**config.mk**
```make
export PLATFORM = sky130hd
export DESIGN_NAME = grid_write_arbiter_flat
export DESIGN_NICKNAME = d
export VERILOG_FILES = /design/src/rtl/grid_write_arbiter_if.sv /design/src/rtl/grid_write_arbiter.sv /design/src/flat_wrapper.sv
export SDC_FILE = /design/constraint.sdc
export NUM_CORES = 1
export LEC_CHECK = 0
export BUFFER_PORTS_ARGS = -buffer_cell sky130_fd_sc_hd__buf_4
export CAP_MARGIN = 0
export CORE_MARGIN = 1
export CORE_UTILIZATION = 46
export CTS_CLUSTER_DIAMETER = 50
export DETAILED_ROUTE_END_ITERATION = 8
export GPL_ROUTABILITY_DRIVEN = 0
export PLACE_DENSITY_LB_ADDON = 0.12
export SYNTH_ARGS = -nofsm -noshare
export SYNTH_HDL_FRONTEND = slang
export SYNTH_SLANG_ARGS = --single-unit
```
**constraint.sdc**
```tcl
create_clock -name clk -period 2.13 [get_ports clk]
set_input_delay 0 -clock clk [delete_from_list [all_inputs] [get_ports clk]]
set_output_delay 0 -clock clk [all_outputs]
set_load 0.02 [all_outputs]
```
**src/rtl/grid_write_arbiter_if.sv**
```systemverilog
// Bundle between the game-logic requesters and the grid write arbiter.
// The master side drives requests, the window and clear control; the slave side returns grants and the grid write.
interface grid_write_arbiter_if #(
    parameter int N_REQ  = 3,
    parameter int ADDR_W = 10,
    parameter int DATA_W = 4
);
    logic                      win;
    logic                      clear_start;
    logic                      clear_busy;
    logic                      clear_done;
    logic [N_REQ-1:0]          req;
    logic [N_REQ*ADDR_W-1:0]   req_addr;
    logic [N_REQ*DATA_W-1:0]   req_data;
    logic [N_REQ-1:0]          gnt;
    logic                      wr_en;
    logic [ADDR_W-1:0]         wr_addr;
    logic [DATA_W-1:0]         wr_data;

    modport master (
        output win, clear_start, req, req_addr, req_data,
        input  clear_busy, clear_done, gnt, wr_en, wr_addr, wr_data
    );

    modport slave (
        input  win, clear_start, req, req_addr, req_data,
        output clear_busy, clear_done, gnt, wr_en, wr_addr, wr_data
    );
endinterface

```
**src/rtl/grid_write_arbiter.sv**
```systemverilog
// Round-robin arbiter for the single grid-store write port, with a window-gated full-grid clear sequencer.
// Grants are combinational; the grid write is registered and lands one cycle after its grant.
module grid_write_arbiter #(
    parameter int N_REQ      = 3,
    parameter int ADDR_W     = 10,
    parameter int DATA_W     = 4,
    parameter int GRID_CELLS = 768,
    parameter int CLEAR_DATA = 0,
    parameter bit GATE_WIN   = 1'b1
) (
    input  logic                 clk,
    input  logic                 rst_n,
    grid_write_arbiter_if.slave  bus
);
    localparam int P_W = (N_REQ > 1) ? $clog2(N_REQ) : 1;
    localparam logic [ADDR_W-1:0] LAST_ADDR = ADDR_W'(GRID_CELLS - 1);

    typedef enum logic {ST_IDLE, ST_CLEAR} state_e;

    state_e            state_q, state_d;
    logic [P_W-1:0]    p_q, p_d;
    logic [ADDR_W-1:0] cnt_q, cnt_d;
    logic              wr_en_q, wr_en_d;
    logic [ADDR_W-1:0] wr_addr_q, wr_addr_d;
    logic [DATA_W-1:0] wr_data_q, wr_data_d;
    logic              busy_q, busy_d;
    logic              done_q, done_d;

    logic              open_win;
    logic              gnt_vld;
    logic [P_W-1:0]    gnt_idx;
    logic [P_W:0]      cand;
    logic [P_W:0]      p_nxt;
    logic [N_REQ-1:0]  gnt_c;

    logic [ADDR_W-1:0] addr_arr [N_REQ];
    logic [DATA_W-1:0] data_arr [N_REQ];

    for (genvar gi = 0; gi < N_REQ; gi++) begin : g_unpack
        assign addr_arr[gi] = bus.req_addr[gi*ADDR_W +: ADDR_W];
        assign data_arr[gi] = bus.req_data[gi*DATA_W +: DATA_W];
    end

    assign open_win = !GATE_WIN || bus.win;

    // Rotating search starting at p; the first pending requester wins.
    always_comb begin
        gnt_vld = 1'b0;
        gnt_idx = '0;
        cand    = '0;
        for (int k = 0; k < N_REQ; k++) begin
            cand = {1'b0, p_q} + (P_W+1)'(k);
            if (cand >= (P_W+1)'(N_REQ)) begin
                cand = cand - (P_W+1)'(N_REQ);
            end
            if (!gnt_vld && bus.req[cand[P_W-1:0]]) begin
                gnt_vld = 1'b1;
                gnt_idx = cand[P_W-1:0];
            end
        end
    end

    always_comb begin
        gnt_c = '0;
        if (rst_n && state_q == ST_IDLE && !bus.clear_start && open_win && gnt_vld) begin
            gnt_c[gnt_idx] = 1'b1;
        end
    end

    always_comb begin
        state_d   = state_q;
        p_d       = p_q;
        cnt_d     = cnt_q;
        wr_en_d   = 1'b0;
        wr_addr_d = wr_addr_q;
        wr_data_d = wr_data_q;
        busy_d    = busy_q;
        done_d    = 1'b0;
        p_nxt     = {1'b0, gnt_idx} + (P_W+1)'(1);
        case (state_q)
            ST_IDLE: begin
                if (bus.clear_start) begin
                    state_d = ST_CLEAR;
                    cnt_d   = '0;
                    busy_d  = 1'b1;
                end else if (open_win && gnt_vld) begin
                    p_d       = (p_nxt == (P_W+1)'(N_REQ)) ? '0 : p_nxt[P_W-1:0];
                    wr_en_d   = 1'b1;
                    wr_addr_d = addr_arr[gnt_idx];
                    wr_data_d = data_arr[gnt_idx];
                end
            end
            ST_CLEAR: begin
                // Closed-window cycles simply stall the sweep.
                if (open_win) begin
                    wr_en_d   = 1'b1;
                    wr_addr_d = cnt_q;
                    wr_data_d = DATA_W'(CLEAR_DATA);
                    if (cnt_q == LAST_ADDR) begin
                        state_d = ST_IDLE;
                        cnt_d   = '0;
                        busy_d  = 1'b0;
                        done_d  = 1'b1;
                    end else begin
                        cnt_d = cnt_q + ADDR_W'(1);
                    end
                end
            end
            default: state_d = ST_IDLE;
        endcase
    end

    always_ff @(posedge clk or negedge rst_n) begin
        if (!rst_n) begin
            state_q   <= ST_IDLE;
            p_q       <= '0;
            cnt_q     <= '0;
            wr_en_q   <= 1'b0;
            wr_addr_q <= '0;
            wr_data_q <= '0;
            busy_q    <= 1'b0;
            done_q    <= 1'b0;
        end else begin
            state_q   <= state_d;
            p_q       <= p_d;
            cnt_q     <= cnt_d;
            wr_en_q   <= wr_en_d;
            wr_addr_q <= wr_addr_d;
            wr_data_q <= wr_data_d;
            busy_q    <= busy_d;
            done_q    <= done_d;
        end
    end

    assign bus.gnt        = gnt_c;
    assign bus.wr_en      = wr_en_q;
    assign bus.wr_addr    = wr_addr_q;
    assign bus.wr_data    = wr_data_q;
    assign bus.clear_busy = busy_q;
    assign bus.clear_done = done_q;
endmodule

```
**src/flat_wrapper.sv**
```systemverilog
// flat-port wrapper written by rule: the top's interface ports become plain ports
module grid_write_arbiter_flat 
#(
    parameter int N_REQ      = 3,
    parameter int ADDR_W     = 10,
    parameter int DATA_W     = 4,
    parameter int GRID_CELLS = 768,
    parameter int CLEAR_DATA = 0,
    parameter bit GATE_WIN   = 1'b1
)
  (clk, rst_n, bus_win, bus_clear_start, bus_req, bus_req_addr, bus_req_data, bus_clear_busy, bus_clear_done, bus_gnt, bus_wr_en, bus_wr_addr, bus_wr_data);
  grid_write_arbiter_if #(.N_REQ(N_REQ), .ADDR_W(ADDR_W), .DATA_W(DATA_W)) bus_i ();
  input  logic clk;
  input  logic rst_n;
  input wire logic [$bits(bus_i.win)-1:0] bus_win;
  input wire logic [$bits(bus_i.clear_start)-1:0] bus_clear_start;
  input wire logic [$bits(bus_i.req)-1:0] bus_req;
  input wire logic [$bits(bus_i.req_addr)-1:0] bus_req_addr;
  input wire logic [$bits(bus_i.req_data)-1:0] bus_req_data;
  output wire logic [$bits(bus_i.clear_busy)-1:0] bus_clear_busy;
  output wire logic [$bits(bus_i.clear_done)-1:0] bus_clear_done;
  output wire logic [$bits(bus_i.gnt)-1:0] bus_gnt;
  output wire logic [$bits(bus_i.wr_en)-1:0] bus_wr_en;
  output wire logic [$bits(bus_i.wr_addr)-1:0] bus_wr_addr;
  output wire logic [$bits(bus_i.wr_data)-1:0] bus_wr_data;
  assign bus_i.win = bus_win;
  assign bus_i.clear_start = bus_clear_start;
  assign bus_i.req = bus_req;
  assign bus_i.req_addr = bus_req_addr;
  assign bus_i.req_data = bus_req_data;
  assign bus_clear_busy = bus_i.clear_busy;
  assign bus_clear_done = bus_i.clear_done;
  assign bus_gnt = bus_i.gnt;
  assign bus_wr_en = bus_i.wr_en;
  assign bus_wr_addr = bus_i.wr_addr;
  assign bus_wr_data = bus_i.wr_data;
  grid_write_arbiter #(.N_REQ(N_REQ), .ADDR_W(ADDR_W), .DATA_W(DATA_W), .GRID_CELLS(GRID_CELLS), .CLEAR_DATA(CLEAR_DATA), .GATE_WIN(GATE_WIN)) u_core (.clk(clk), .rst_n(rst_n), .bus(bus_i));
endmodule
```
Word level (Yosys, flattened, before mapping)

Cells that the tools add are included.

$add $sub $neg: 7
$mul: 0
Div/mod/pow operators: 0
$lt $le $gt $ge: 9
Equal/unequal tests: 7
Shifts and indexed selects: 0
Muxes and demuxes: 52
Bitwise operators: 3
Reduce and logical (&&, ||, !) cells: 15

Operator list:

| operator                | count |
|---|---|
| $mux W10                | 8 |
| $pmux W10 S2            | 2 |
| $bmux W10 S2            | 1 |
| $mux W4                 | 5 |
| $mux W1                 | 19 |
| $mux W2                 | 7 |
| $lt A2 B3 Y1 const B    | 4 |
| $add A10 B1 Y10 const B | 1 |
| $eq A10 B10 Y1 const B  | 1 |
| $ne A2 B2 Y1 const B    | 5 |
| $reduce_and A3 Y1       | 3 |
| $bmux W4 S2             | 1 |
| $logic_and A1 B1 Y1     | 8 |
| $pmux W4 S2             | 1 |
| $add A2 B1 Y3 const B   | 2 |
| $bmux W1 S2             | 3 |
| $ge A3 B2 Y1 const B    | 2 |
| $pmux W1 S2             | 3 |
| $sub A2 B2 Y2 const B   | 3 |
| $add A2 B2 Y3 const B   | 1 |
| $eq A3 B2 Y1 const B    | 1 |
| $ge A3 B3 Y1 const B    | 1 |
| $logic_not A1 Y1        | 3 |
| $mux W3                 | 1 |
| 6 further kinds         | 7 |

Register bits after elaboration: 30
Latch bits: 0
RAM bits: 0
ROM bits: 0
Output and inout port bits: 20
Memories: 0

Depth between registers and ports, before layout

Gate-level depths: netlist of run 1.

Word-level depth: 18
Mapped depth: 10
Depth with buffers taken out: 7

Least setup slack after synthesis of run 1

Ideal clock, no wire load.

Path type: reg-to-output
Start point: register u_core.p_q[1]
End point: output bus_gnt[1]
Arrival time: 2.376 ns
Data required time: 2.130 ns
Setup slack: -0.246 ns
Stages on the path, launching flop included: 10
Path buffers: 3
Cells stage by stage: dfrtp_1 > inv_1 > ha_1 > buf_6 > mux2_4 > mux2_4 > a32o_1 > buf_6 > buf_6 > nor3_1

Longest elaborated chain between the ends: 16
Elaborated cells on any way between the ends: 34

RTL lines:

| item                                                                   | RTL line                  | text |
|---|---|---|
| start: declaration                                                     | grid_write_arbiter.sv:21  | `logic [P_W-1:0] p_q, p_d;` |
| start signal: assignment                                               | grid_write_arbiter.sv:125 | `p_q <= p_d;` |
| parallel branches: the longest is 15 deep, another holds $add A2 B1 Y3 | -                         |  |
| $mux W3 (*)                                                            | grid_write_arbiter.sv:65  | `if (rst_n && state_q == ST_IDLE && !bus.clear_start && open_win && gnt_vld) begin` |
| end: declaration                                                       | flat_wrapper.sv:22        | `output wire logic [$bits(bus_i.gnt)-1:0] bus_gnt;` |

Every way passes the cells marked *. The select of a mux whose other input is x is not followed.

Worst setup path after layout of run 1

Start point: register u_core.p_q[0]
End point: output bus_gnt[2]

Same word-level chain as after synthesis.

==> results.md, run 1 <==
- The flow ran to the end, but the final reports show violations.
- The checks that failed: setup timing.
- After the first detailed-routing iteration, the DRC count stood at 200.
- Buffers inserted during clock tree synthesis total 5.
- The vias after detailed routing is 2,336.
- The worst setup path is launched from a flop.
- The type of element capturing the critical path is an output port.
- The biggest area consumer among synthesized cells is sky130_fd_sc_hd__dfrtp_1.
- The antenna diode count is 0.
- Combinational cells account for 45.9% of the total power.
- The type of the worst setup path is flop to output port.
- The number of iterations in the first detailed-routing pass is 5.
- The peak supply drop is 0.4645 mV.
- A synthesized cell averages 9.498 um2.
- The horizontal die dimension is 69.40 um.
- The global-route wire length before repair is 10.38 mm.
- The number of distinct library cell variants in the gate-level netlist after synthesis is 50.
- The tightest min-delay check is of the input pin to flop type.
- The remaining global-route overflow is 0.
- The switching share of power is 35.52%.
- The tool flagged a number of max-cap violations equal to 0.
- During placement, the flow inserted port buffers numbering 68.
- In this run the static leakage power is 1.596 nW.
- The synthesized design contains 0 enable-type register cells.
- The worst path in the final design needs a cycle of 2461 ps, including I/O delays and setup.
- The share of synthesized registers carrying an async set or reset is 100.0%.
- The DRC violations left is 0.
- Traced cell by cell, the critical path runs through buf_6 -> ha_4 -> mux2_4 -> mux2_4 -> a311oi_4 -> buf_4 -> nor2_2 -> nor2_2 -> buf_6.
- Setup repair after global routing could not meet its margin everywhere.
- The count of final setup violators is 19.
- The register share of total power is 31.9%.
- The worst path uses 115.5% of the clock period.
- The average vias per placed instance is 6.083.
- The region available for standard cell placement spans 4354 um2.
- The initial utilization of the core area, before any placement, comes to 47.99%.
- The share of power burned in the clock network is 22.1%.
- The root buffer cell chosen for the clock tree is sky130_fd_sc_hd__clkbuf_8.
- The internal power is 1.431 mW.
- The die is 69.40 um tall.
- The slack of the critical path is -330.5 ps.
- Summed over all nets, the switching power comes to 0.7881 mW.
- The count of filler cells inserted in the layout is 261.
- The post-CTS clock slew at the launch and capture registers of the worst setup and hold paths is 70 ps.
- For this run, the share of the core covered by cells in the final layout is 80.57%.
- The area growth from synthesis to layout is 67.90%.
- Between clock sinks in the finished design, the worst skew comes to 6.272 ps.
- The number of antenna violations at the first check in global routing was 0.
- The instance count along the most critical hold path is 3.
- By area the synthesized netlist is led by sky130_fd_sc_hd__dfrtp_1 (36%), sky130_fd_sc_hd__a211oi_1 (9.7%), sky130_fd_sc_hd__mux2i_1 (7.7%).
- The number of H-tree branching levels is 2.
- Global routing consumed, over all layers together, 27.30% of the routing resources.
- The maximum clock insertion buffer count is 2.
- The fraction of final layout cells sized beyond drive strength 1 is 56.02%.
- The clock net sink count is 30.
- The via count of the first global-routing pass is 2,146.
- The cell at the slowest stage of the critical path is sky130_fd_sc_hd__dfrtp_1.
- The count of final max-slew check failures is 0.
- The most used flip-flop cell after synthesis is sky130_fd_sc_hd__dfrtp_1.
- Once placement completed, the tool counted placed cells totaling 354.
- The worst-case headroom to the max-slew limit is 66.28%.
- The number of cells on the worst reg-to-reg path is 10.
- Entering global routing, the biggest net connects 31 pins.
- The count of nets after finishing is 385.
- The hold violation count in the final report came to 0.
- TritonCTS built the clock tree.
- Dividing the detail-routed wire length by the instance count gives 18.96 um.
- The total number of yosys warnings is 0.
- After synthesis the cells add up to 2090 um2.
- The total power of the final layout is 2.219 mW.
- The number of core rows is 24.
- The achievable clock frequency is 406.4 MHz.
- Once detailed placement completed, the half-perimeter wirelength came to 4.357 mm.
- The synthesized instance count is 220.
- The number of top-level pins is 69.
- After routing, the total negative slack on setup checks comes to -4969 ps.
- The residual antenna-violating net count after detailed routing is 0.
- For the worst setup path, the data required time is 2130 ps.
- For this block, the routed nets add up to 7.280 mm of wire.
- The post-synthesis sequential area ratio is 35.93%.
- Of all nets on the critical path, the largest fanout is 7.
- The transition time of the tightest slew-check pin is 505.8 ps.
- The signal arrival time at the worst endpoint is 2460 ps.
- The synthesized design contains 30 register bits.
- The post-placement setup slack is -150.4 ps.
- The finished layout holds 384 standard cells, fillers aside.
- The number of nets in the synthesized netlist is 274.
- The power density of the placed cells is 632.5 nW/um2.
- The peak per-stage delay on the critical path is 430 ps.
- The clock insertion delay at the later pin of the skew report is 290 ps.
- The share of the synthesized area in the top cell type is 35.93%.
- The die outline area is 4816 um2.
[layout by cell type (no fill, tap or decap), types with 3 or more instances in the layout]
cell type,n
sky130_fd_sc_hd__mux2i_2,6
sky130_fd_sc_hd__clkbuf_8,6
sky130_fd_sc_hd__nor2_1,11
sky130_fd_sc_hd__mux2i_1,10
sky130_fd_sc_hd__and2_1,4
sky130_fd_sc_hd__a21oi_1,4
sky130_fd_sc_hd__a211oi_2,25
sky130_fd_sc_hd__dlygate4sd3_1,3
sky130_fd_sc_hd__nand2b_1,5
sky130_fd_sc_hd__dfrtp_1,30
sky130_fd_sc_hd__and3_1,12
sky130_fd_sc_hd__o221ai_1,3
sky130_fd_sc_hd__a31oi_1,7
sky130_fd_sc_hd__buf_6,14
sky130_fd_sc_hd__buf_4,93
sky130_fd_sc_hd__o21ai_0,3
sky130_fd_sc_hd__inv_1,6
sky130_fd_sc_hd__nand2_1,19
sky130_fd_sc_hd__buf_12,7
sky130_fd_sc_hd__a22o_1,3
[final cells by class]
class	count	area (um2)	area share, %
multi-input combinational	168	1516	43.22
timing repair buffer	118	1051	29.96
sequential	30	750.7	21.40
clock buffer	6	82.58	2.354
tap	52	65.06	1.854
inverter	8	30.03	0.8559
clock inverter	2	12.51	0.3566
[flip-flops by register name (all words and copies together), names as in the netlist]
name	count
u_core.bus.wr_data	4
u_core.bus.clear_busy	1
u_core.cnt_q	10
u_core.state_q	1
u_core.bus.wr_addr	10
u_core.bus.clear_done	1
u_core.p_q	2
u_core.bus.wr_en	1
[logic make-up after synthesis]
group,synth area share (%)
muxes,9.641
and+or+nand+nor,18.08
adders and majority gates,2.994
xor gates and xnor gates,0.4192
buffers and inverters,5.988
AOI/OAI and AO/OA,26.95
DFF,35.93
[timing repair]
item                                    CTS  global route
hold buffers                              3             1
resized for setup                        36            30
gates cloned                              0             1
pin swaps                                11            18
hold endpoints to repair                 31             1
endpoints found under the setup margin   20            28
setup buffers                            13             5
[cells in the mapped netlist (all sizes together), types with 2 or more instances]
cell,n
o221ai,4
mux2,3
nor3b,2
ha,5
a211oi,27
or2,2
nor3,2
and3,12
clkbuf,5
nand2b,5
inv,8
nor2,13
nor2b,2
dfrtp,30
nand2,22
a22o,3
o311ai,2
o211ai,2
nand3,3
o22ai,2
buf,9
and2,4
a31oi,7
a21oi,6
mux2i,16
o211a,2
o21ai,4
[path summary, 6_finish.rpt]
kind	end	from	slack [ps]
max	bus_gnt[2]	u_core.p_q[0]	-330
min	u_core.bus.wr_addr[3]	bus_req_addr[23]	2
max reg2reg	u_core.bus.wr_addr[7]	u_core.p_q[0]	-320
min reg2reg	u_core.bus.clear_busy	u_core.bus.clear_busy	510
max in group asynchronous	u_core.bus.wr_data[3]	rst_n	1730
min in group asynchronous	u_core.p_q[1]	rst_n	220
[per-layer routing]
layer | vias up | GRT usage, % | share of wire (%)
li1 | 1060 | - | -
met1 | 1148 | 35.05 | 42
met2 | 116 | 44.98 | 51
met3 | 12 | 5.669 | 5.5
met4 | 0 | 10.66 | 1.5
met5 | - | 0 | 0
[worst max-delay path: cells and delay by family, from the launching register on]
kind / cells / cell delay, ps
adder cells (fa/ha/maj): 1 / 160
AND/OR/NAND/NOR: 2 / 180
multiplexers: 2 / 630
buffers and inverters: 3 / 450
AO/OA/AOI/OAI: 1 / 310
flip-flops: 1 / 430
[metrics by stage]
step	cell area, um2	hold slack [ps]
2_1_floorplan	2147	-295.6
3_3_place_gp	2865	-39.63
3_5_place_dp	2865	-38.25
4_1_cts	3281	6.022
5_1_grt	3508	11.55
6_report	3508	1.572
[power by group through the flow]
| stage | Combinational [mW] | Sequential (mW) | Clock (mW) |
|---|---|---|---|
| floorplan | 0.425 | 0.735 | 0 |
| global placement | 0.731 | 0.710 | 0 |
| detailed placement | 0.736 | 0.710 | 0 |
| CTS | 0.910 | 0.704 | 0.498 |
| global route | 1.08 | 0.714 | 0.522 |
| finish | 1.02 | 0.709 | 0.491 |
(Power assumes the default switching activity.)
==> run 2: changes to the inputs <==
CORE_ASPECT_RATIO = 1.2   (was unset)
GPL_TIMING_DRIVEN = 0   (was unset)
SETUP_SLACK_MARGIN = 0.3   (was unset)
==> run 2 against run 1 <==
  * The run still ends with setup timing left
  * Maximum frequency decreased by 4.7%
  * Setup slack got worse by 120 ps
  * Cell count increased by 1.6%
  * Hold slack improved by 2.2 ps
  * Die area about the same
  * Sequential share of layout area increased by 0.81 points
  * Critical path type unchanged
  * Largest power group unchanged
==> results.md, run 2 (synthesized netlist as in run 1, its figures left out) <==
- The data required time of the critical path is 2130 ps (about the same).
- The via count of the first global-routing pass is 2,187 (+1.9%).
- The final reports fail on setup timing.
- The count of port buffers added during placement is 68 (unchanged).
- The switching share of power is 33.24% (-2.3 points).
- The starting utilization of the core area is 48.66% (+0.67 points).
- The internal power is 1.548 mW (+8.2%).
- The count of final setup violators was 20 (+1).
- The worst setup path is of the flop to output port kind.
- The pin count of the biggest net entering global routing is 31 (unchanged).
- The horizontal die dimension is 63.53 um (-8.5%).
- The remaining global-route overflow is 0 (unchanged).
- The die outline area was 4817 um2 (about the same).
- The post-CTS clock slew at the launch and capture registers of the worst setup and hold paths was 70 ps (about the same).
- The reg-to-reg critical path startpoint is u_core.p_q[0].
- The clock net sink count is 30 (unchanged).
- The library cell used most frequently in the layout, excluding fill and tap cells, is sky130_fd_sc_hd__buf_4.
- The total placed cells including tap cells is 344 (-2.8%).
- The transition time of the tightest slew-check pin is 524.7 ps (+18.84 ps).
- The standard cell core area is 4294 um2 (-1.4%).
- Setup repair after global routing could not meet its margin everywhere.
- The vertical extent of the die was 75.83 um (+9.3%).
- The worst-case clock skew is 5.337 ps (-0.9351 ps).
- The net switching power is 0.7710 mW (-2.2%).
- The residual antenna-violating net count after detailed routing is 0 (unchanged).
- The register share of total power is 30.5% (-1.4 points).
- The power density of the placed cells is 685.0 nW/um2 (+8.3%).
- The part of the cycle the worst path needs is 121.2% (+5.7 points).
- The DRC violations left is 0 (unchanged).
- The number of top-level pins is 69 (unchanged).
- The library cells used most frequently in the layout, excluding fill and tap cells, are sky130_fd_sc_hd__buf_4 (95), sky130_fd_sc_hd__dfrtp_1 (29), sky130_fd_sc_hd__nand2_1 (20).
- The average vias per placed instance is 5.926 (-2.6%).
- The count of final max-slew check failures is 0 (unchanged).
- The total CTS buffers is 5 (unchanged).
- The worst-case headroom to the max-slew limit is 65.02% (-1.3 points).
- The biggest fanout along the worst timing path came to 6 (-1).
- The final wirelength is 6.954 mm (-4.5%).
- The number of maximum-capacitance violations came to 0 (unchanged).
- The most common cell type on the critical path is sky130_fd_sc_hd__buf_6.
- The worst hold path terminates at u_core.bus.wr_addr[9].
- The vias after detailed routing is 2,311 (-1.1%).
- The count of nets after finishing is 388 (+0.78%).
- The peak per-stage delay on the critical path is 420 ps (about the same).
- The number of cells on the worst reg-to-reg path is 11 (+1).
- The slowest stage of the critical path belongs to the cell sky130_fd_sc_hd__dfrtp_1.
- The combinational group share of total power is 43.4% (-2.5 points).
- The number of antenna violations at the first check in global routing is 0 (unchanged).
- The static power due to leakage is 1.577 nW (-1.2%).
- The number of core rows is 26 (+8.3%).
- The post-layout instance count excluding filler cells is 390 (+1.6%).
- The instance count along the most critical hold path came to 3 (unchanged).
- The combined global-route utilization of all metal layers is 27.87% (+0.57 points).
- The share of power burned in the clock network is 26.1% (+4.0 points).
- The number of iterations in the first detailed-routing pass came to 4 (-1).
- The post-placement setup slack is -450.5 ps (-300.0 ps).
- The peak supply drop is 0.4727 mV (+1.8%).
- The maximum clock insertion buffer count was 2 (unchanged).
- The area growth from synthesis to final layout is 62.04%.
- In this run the clock root is driven by a sky130_fd_sc_hd__clkbuf_8.
- The DRC marker count from the first detailed-route iteration was 144 (-28%).
- The slack of the critical path is -450.9 ps (-120.4 ps).
- The type of element capturing the critical path is an output port.
- The fraction of final layout cells sized beyond drive strength 1 was 49.40% (-6.6 points).
- The path category of the worst min-delay check is input pin to flop.
- The gate family responsible for the most delay along the worst path is buffers and inverters.
- The hold violation count in the final report is 0 (unchanged).
- Traced cell by cell, the critical path runs through buf_6 -> ha_4 -> buf_6 -> mux2_4 -> mux2_4 -> a32o_2 -> buf_6 -> buf_12 -> nor3_2 -> buf_4.
- The worst-case hold slack was 3.788 ps (+2.216 ps).
- The critical register-to-register path endpoint is u_core.bus.wr_data[0].
- The worst setup path is launched from a flop.
- The buffering stage count on the worst path with inverters included is 5 (+2).
- The post-DP HPWL is 4.227 mm (-3.0%).
- The CTS tree is built.
- The final critical delay including setup and external delays was 2581 ps (+120.4 ps).
- The clock insertion delay at the later pin of the skew report is 290 ps (about the same).
- The global-route wire length before repair was 10.10 mm (-2.7%).
- The routed length per instance is 17.83 um (-5.9%).
- The number of H-tree branching levels is 2 (unchanged).
- The register-to-register setup slack is -400 ps (-80 ps).
- The run finished, with violations left.
- The startpoint of the tightest hold check path is bus_req_addr[29].
- The signal arrival time at the worst endpoint is 2580 ps (+120 ps).
- The antenna diode count was 0 (unchanged).
- The sum of negative setup slack is -6850 ps (-1882 ps).
- The achievable clock frequency is 387.5 MHz (-4.7%).
==> run 2: stage by stage <==
step	utilization, %	total power, mW	cell area, um2
3_3_place_gp	63.52	1.385	2728
4_1_cts	72.93	2.118	3132
2_1_floorplan	-	1.160	2147
3_5_place_dp	63.52	1.399	2728
5_1_grt	78.85	2.426	3386
6_report	78.85	2.319	3386
==> run 2: worst max path at each step <==
| stage | endpoint | slack, ps | cells after the start | from |
|---|---|---|---|---|
| final | bus_gnt[1] | -450 | 10 | u_core.p_q[0] |
| after global routing | bus_gnt[1] | -510 | 10 | u_core.p_q[0] |
| after CTS | u_core.bus.wr_addr[5] | -330 | 10 | u_core.p_q[1] |
| after detailed placement | u_core.bus.wr_addr[0] | -450 | 8 | u_core.p_q[0] |
| after global placement | u_core.bus.wr_addr[8] | -400 | 8 | u_core.p_q[0] |
| after floorplan | u_core.bus.wr_addr[5] | -130 | 10 | u_core.p_q[1] |
==> run 2: final cells by class <==
class	instances	area [um2]
buffer	14	125.1
clock buffer	6	82.58
clock inverter	1	30.03
fill	285	908.4
inverter	8	30.03
multi-input combinational	168	1425
sequential	30	752.0
tap	56	70.07
timing repair buffer	107	870.8
==> run 2: metal layers <==
metal | up-vias | part of all wire (%) | track usage, %
met1 | 1122 | 39 | 30.29
li1 | 1063 | - | -
met3 | 13 | 6.9 | 5.539
met4 | 0 | 2.2 | 14.90
met5 | - | 0 | 0
met2 | 113 | 52 | 51.65
==> run 2: worst min-delay path, delay by kind of cell <==
family | cells | cell delay, ps
compound gates | 2 | 170
buf+inv | 1 | 90
==> run 2: repair_timing <==
action / CTS / global route
cloned: 1 / 2
hold buffers: 3 / 0
endpoints found under the hold margin: 31 / 0
setup endpoints to repair: 28 / 27
pin swaps: 11 / 22
setup buffers: 17 / 16
gates resized for setup: 27 / 20
==> run 2: power groups by stage <==
stage	clock (mW)	sequential, mW	combinational, mW
5_1_grt	0.640	0.719	1.07
6_report	0.604	0.707	1.01
4_1_cts	0.608	0.705	0.805
2_1_floorplan	0	0.735	0.425
3_3_place_gp	0	0.709	0.675
3_5_place_dp	0	0.711	0.688
==> run 3: changes to the inputs <==
GPL_ROUTABILITY_DRIVEN = unset   (was 0)
RECOVER_POWER = 25   (was unset)
TNS_END_PERCENT = 20   (was unset)
==> run 3 against run 2 <==
  * The flow still finishes with violations (setup timing)
  * Clock power is 19% lower
  * Sequential share of layout area is 2.3 points higher
  * Hold slack better by 2.2 ps
  * Largest power group unchanged
  * Non-clock buffer count is 23 lower
  * Core utilization is 7.2 points lower
  * Register-to-register slack better by 30 ps
  * Largest cell class unchanged
  * Routed wire length is 17% lower
  * Cell area is 9.1% lower
  * Maximum frequency is 3.1% higher
  * Sequential power hardly changed
==> results.md, run 3 (synthesized netlist as in run 1, its figures left out) <==
- The flow ran to the end, but the final reports show violations.
- The checks that failed: setup timing.
- The sum of negative setup slack is -5683 ps (+1167 ps).
- The residual antenna-violating net count after detailed routing came to 0 (unchanged).
- The library cell used most frequently in the layout, excluding fill and tap cells, is sky130_fd_sc_hd__buf_4.
- The peak supply drop came to 0.5346 mV (+13%).
- The clock insertion delay at the later pin of the skew report came to 290 ps (about the same).
- The total placed cells including tap cells is 344 (unchanged).
- The cell area after placement was 2703 um2 (-0.92%).
- The type of the worst setup path is flop to flop.
- The worst setup path is captured at a flop.
- The antenna diode count was 0 (unchanged).
- The transition time of the tightest slew-check pin was 806.8 ps (+282.1 ps).
- The worst-case hold slack is 6.017 ps (+2.229 ps).
- The via count of the first global-routing pass is 1,884 (-14%).
- The count of port buffers added during placement is 68 (unchanged).
- The signal arrival time at the worst endpoint is 2700 ps (+120 ps).
- The number of top-level pins came to 69 (unchanged).
- The final wirelength is 5.752 mm (-17%).
- The data required time of the critical path is 2330 ps (+200 ps).
- The count of final max-slew check failures is 0 (unchanged).
- The tightest min-delay check is of the input pin to flop type.
- The count of nets after finishing is 365 (-5.9%).
- The final critical delay including setup and external delays is 2503 ps (-78.37 ps).
- The vias after detailed routing is 2,102 (-9.0%).
- Setup repair after global routing could not meet its margin everywhere.
- The maximum clock insertion buffer count is 2 (unchanged).
- The fraction of final layout cells sized beyond drive strength 1 came to 43.59% (-5.8 points).
- The die outline area is 4817 um2 (unchanged).
- The combined global-route utilization of all metal layers is 24.30% (-3.6 points).
- The static power due to leakage is 1.425 nW (-9.6%).
- The pin count of the biggest net entering global routing is 32 (+3.2%).
- The routed length per instance is 15.63 um (-12%).
- The hold violation count in the final report came to 0 (unchanged).
- The post-layout instance count excluding filler cells is 368 (-5.6%).
- In the layout the commonest cells are sky130_fd_sc_hd__buf_4 (77), sky130_fd_sc_hd__dfrtp_1 (28), sky130_fd_sc_hd__a211oi_1 (22).
- The total power of the final layout is 1.983 mW (-14%).
- The vertical extent of the die came to 75.83 um (unchanged).
- The final design instance area without fill is 3077 um2 (-9.1%).
- The post-CTS clock slew at the launch and capture registers of the worst setup and hold paths is 70 ps (about the same).
- The standard cell core area came to 4294 um2 (unchanged).
- The number of antenna violations at the first check in global routing came to 0 (unchanged).
- The tree is rooted in a sky130_fd_sc_hd__clkbuf_8.
- The achievable clock frequency is 399.6 MHz (+3.1%).
- The number of maximum-capacitance violations was 0 (unchanged).
- The post-DP HPWL is 4.025 mm (-4.8%).
- The DRC violations left is 0 (unchanged).
- The DRC marker count from the first detailed-route iteration is 72 (-50%).
- The count of filler cells inserted in the layout is 368 (+29%).
- The biggest fanout along the worst timing path was 6 (unchanged).
- The number of core rows was 26 (unchanged).
- The power density of the placed cells is 644.6 nW/um2 (-5.9%).
- The horizontal die dimension is 63.53 um (unchanged).
- The count of final setup violators is 20 (unchanged).
- The starting utilization of the core area is 48.66% (unchanged).
- The final estimated routing congestion in global placement is 0.8468.
- The number of iterations in the first detailed-routing pass is 4 (unchanged).
- The number of H-tree branching levels is 2 (unchanged).
- The clock net sink count was 30 (unchanged).
- The area growth from synthesis to layout is 47.25%.
- The worst setup path is launched from a flop.
- The average vias per placed instance was 5.712 (-3.6%).
- The worst-case headroom to the max-slew limit is 46.21% (-19 points).
- The part of the cycle the worst path needs was 117.5% (-3.7 points).
- TritonCTS built the clock tree.
- The worst-case clock skew is 5.497 ps (+0.1603 ps).
- The slack of the critical path came to -372.6 ps (+78.37 ps).
- The total CTS buffers is 5 (unchanged).
- The remaining global-route overflow is 0 (unchanged).
- The global-route wire length before repair was 8.914 mm (-12%).
- The register-to-register setup slack came to -370 ps (+30 ps).
## run 3: path summary, 6_finish.rpt
path	start	to	cells after the start
hold reg to reg	u_core.bus.wr_data[2]	u_core.bus.wr_data[2]	2
setup reg to reg	u_core.p_q[1]	u_core.bus.wr_addr[7]	10
setup / recovery	u_core.p_q[1]	u_core.bus.wr_addr[7]	10
min in group asynchronous	rst_n	u_core.p_q[0]	2
max in group asynchronous	rst_n	u_core.p_q[1]	2
hold / removal	bus_req_addr[23]	u_core.bus.wr_addr[3]	3
## run 3: per-stage QoR
stage          utilization, %  setup slack (ps)
6_report                71.65            -372.6
5_1_grt                 71.65            -460.9
4_1_cts                 69.73            -324.3
3_5_place_dp            62.94            -392.4
3_3_place_gp            62.94            -337.4
2_1_floorplan               -            -129.1
## run 3: area by class of cell
class | instances | area (um2) | area share [%]
multi-input cells | 168 | 1355 | 44.04
flip-flops and latches | 30 | 753.2 | 24.48
repair buffers | 84 | 648.1 | 21.07
plain buffers | 14 | 125.1 | 4.067
clock buffers | 6 | 82.58 | 2.684
well taps | 56 | 70.07 | 2.277
inverters | 8 | 30.03 | 0.9760
clock inverters | 2 | 12.51 | 0.4067
## run 3: worst max-delay path, cell delays in order, from the launching register on
cell	delay (ps)
sky130_fd_sc_hd__dfrtp_2	430
sky130_fd_sc_hd__inv_2	90
sky130_fd_sc_hd__ha_4	130
sky130_fd_sc_hd__buf_6	100
sky130_fd_sc_hd__mux2_4	300
sky130_fd_sc_hd__mux2_4	330
sky130_fd_sc_hd__buf_6	140
sky130_fd_sc_hd__o311ai_4	440
sky130_fd_sc_hd__buf_4	190
sky130_fd_sc_hd__a211oi_1	40
sky130_fd_sc_hd__a211oi_1	190
## run 3: timing repair
action,CTS,global route
setup buffers,12,1
pin swaps,8,7
cloned,0,1
endpoints found under the setup margin,28,27
resized for setup,21,19
hold buffers,2,0
hold endpoints to repair,31,0
## run 3: report_power, final
part / switching, mW / internal (mW)
clock network: 0.228 / 0.259
registers: 0.0699 / 0.639
logic: 0.390 / 0.397
total: 0.688 / 1.30
## run 3: routing by layer
metal	global-route usage (%)	wire length (um)	up-vias
li1	-	-	1020
met1	28.56	2406	1007
met2	44.80	2963	68
met3	4.940	319	7
met4	7.576	63	0
met5	0	0	-
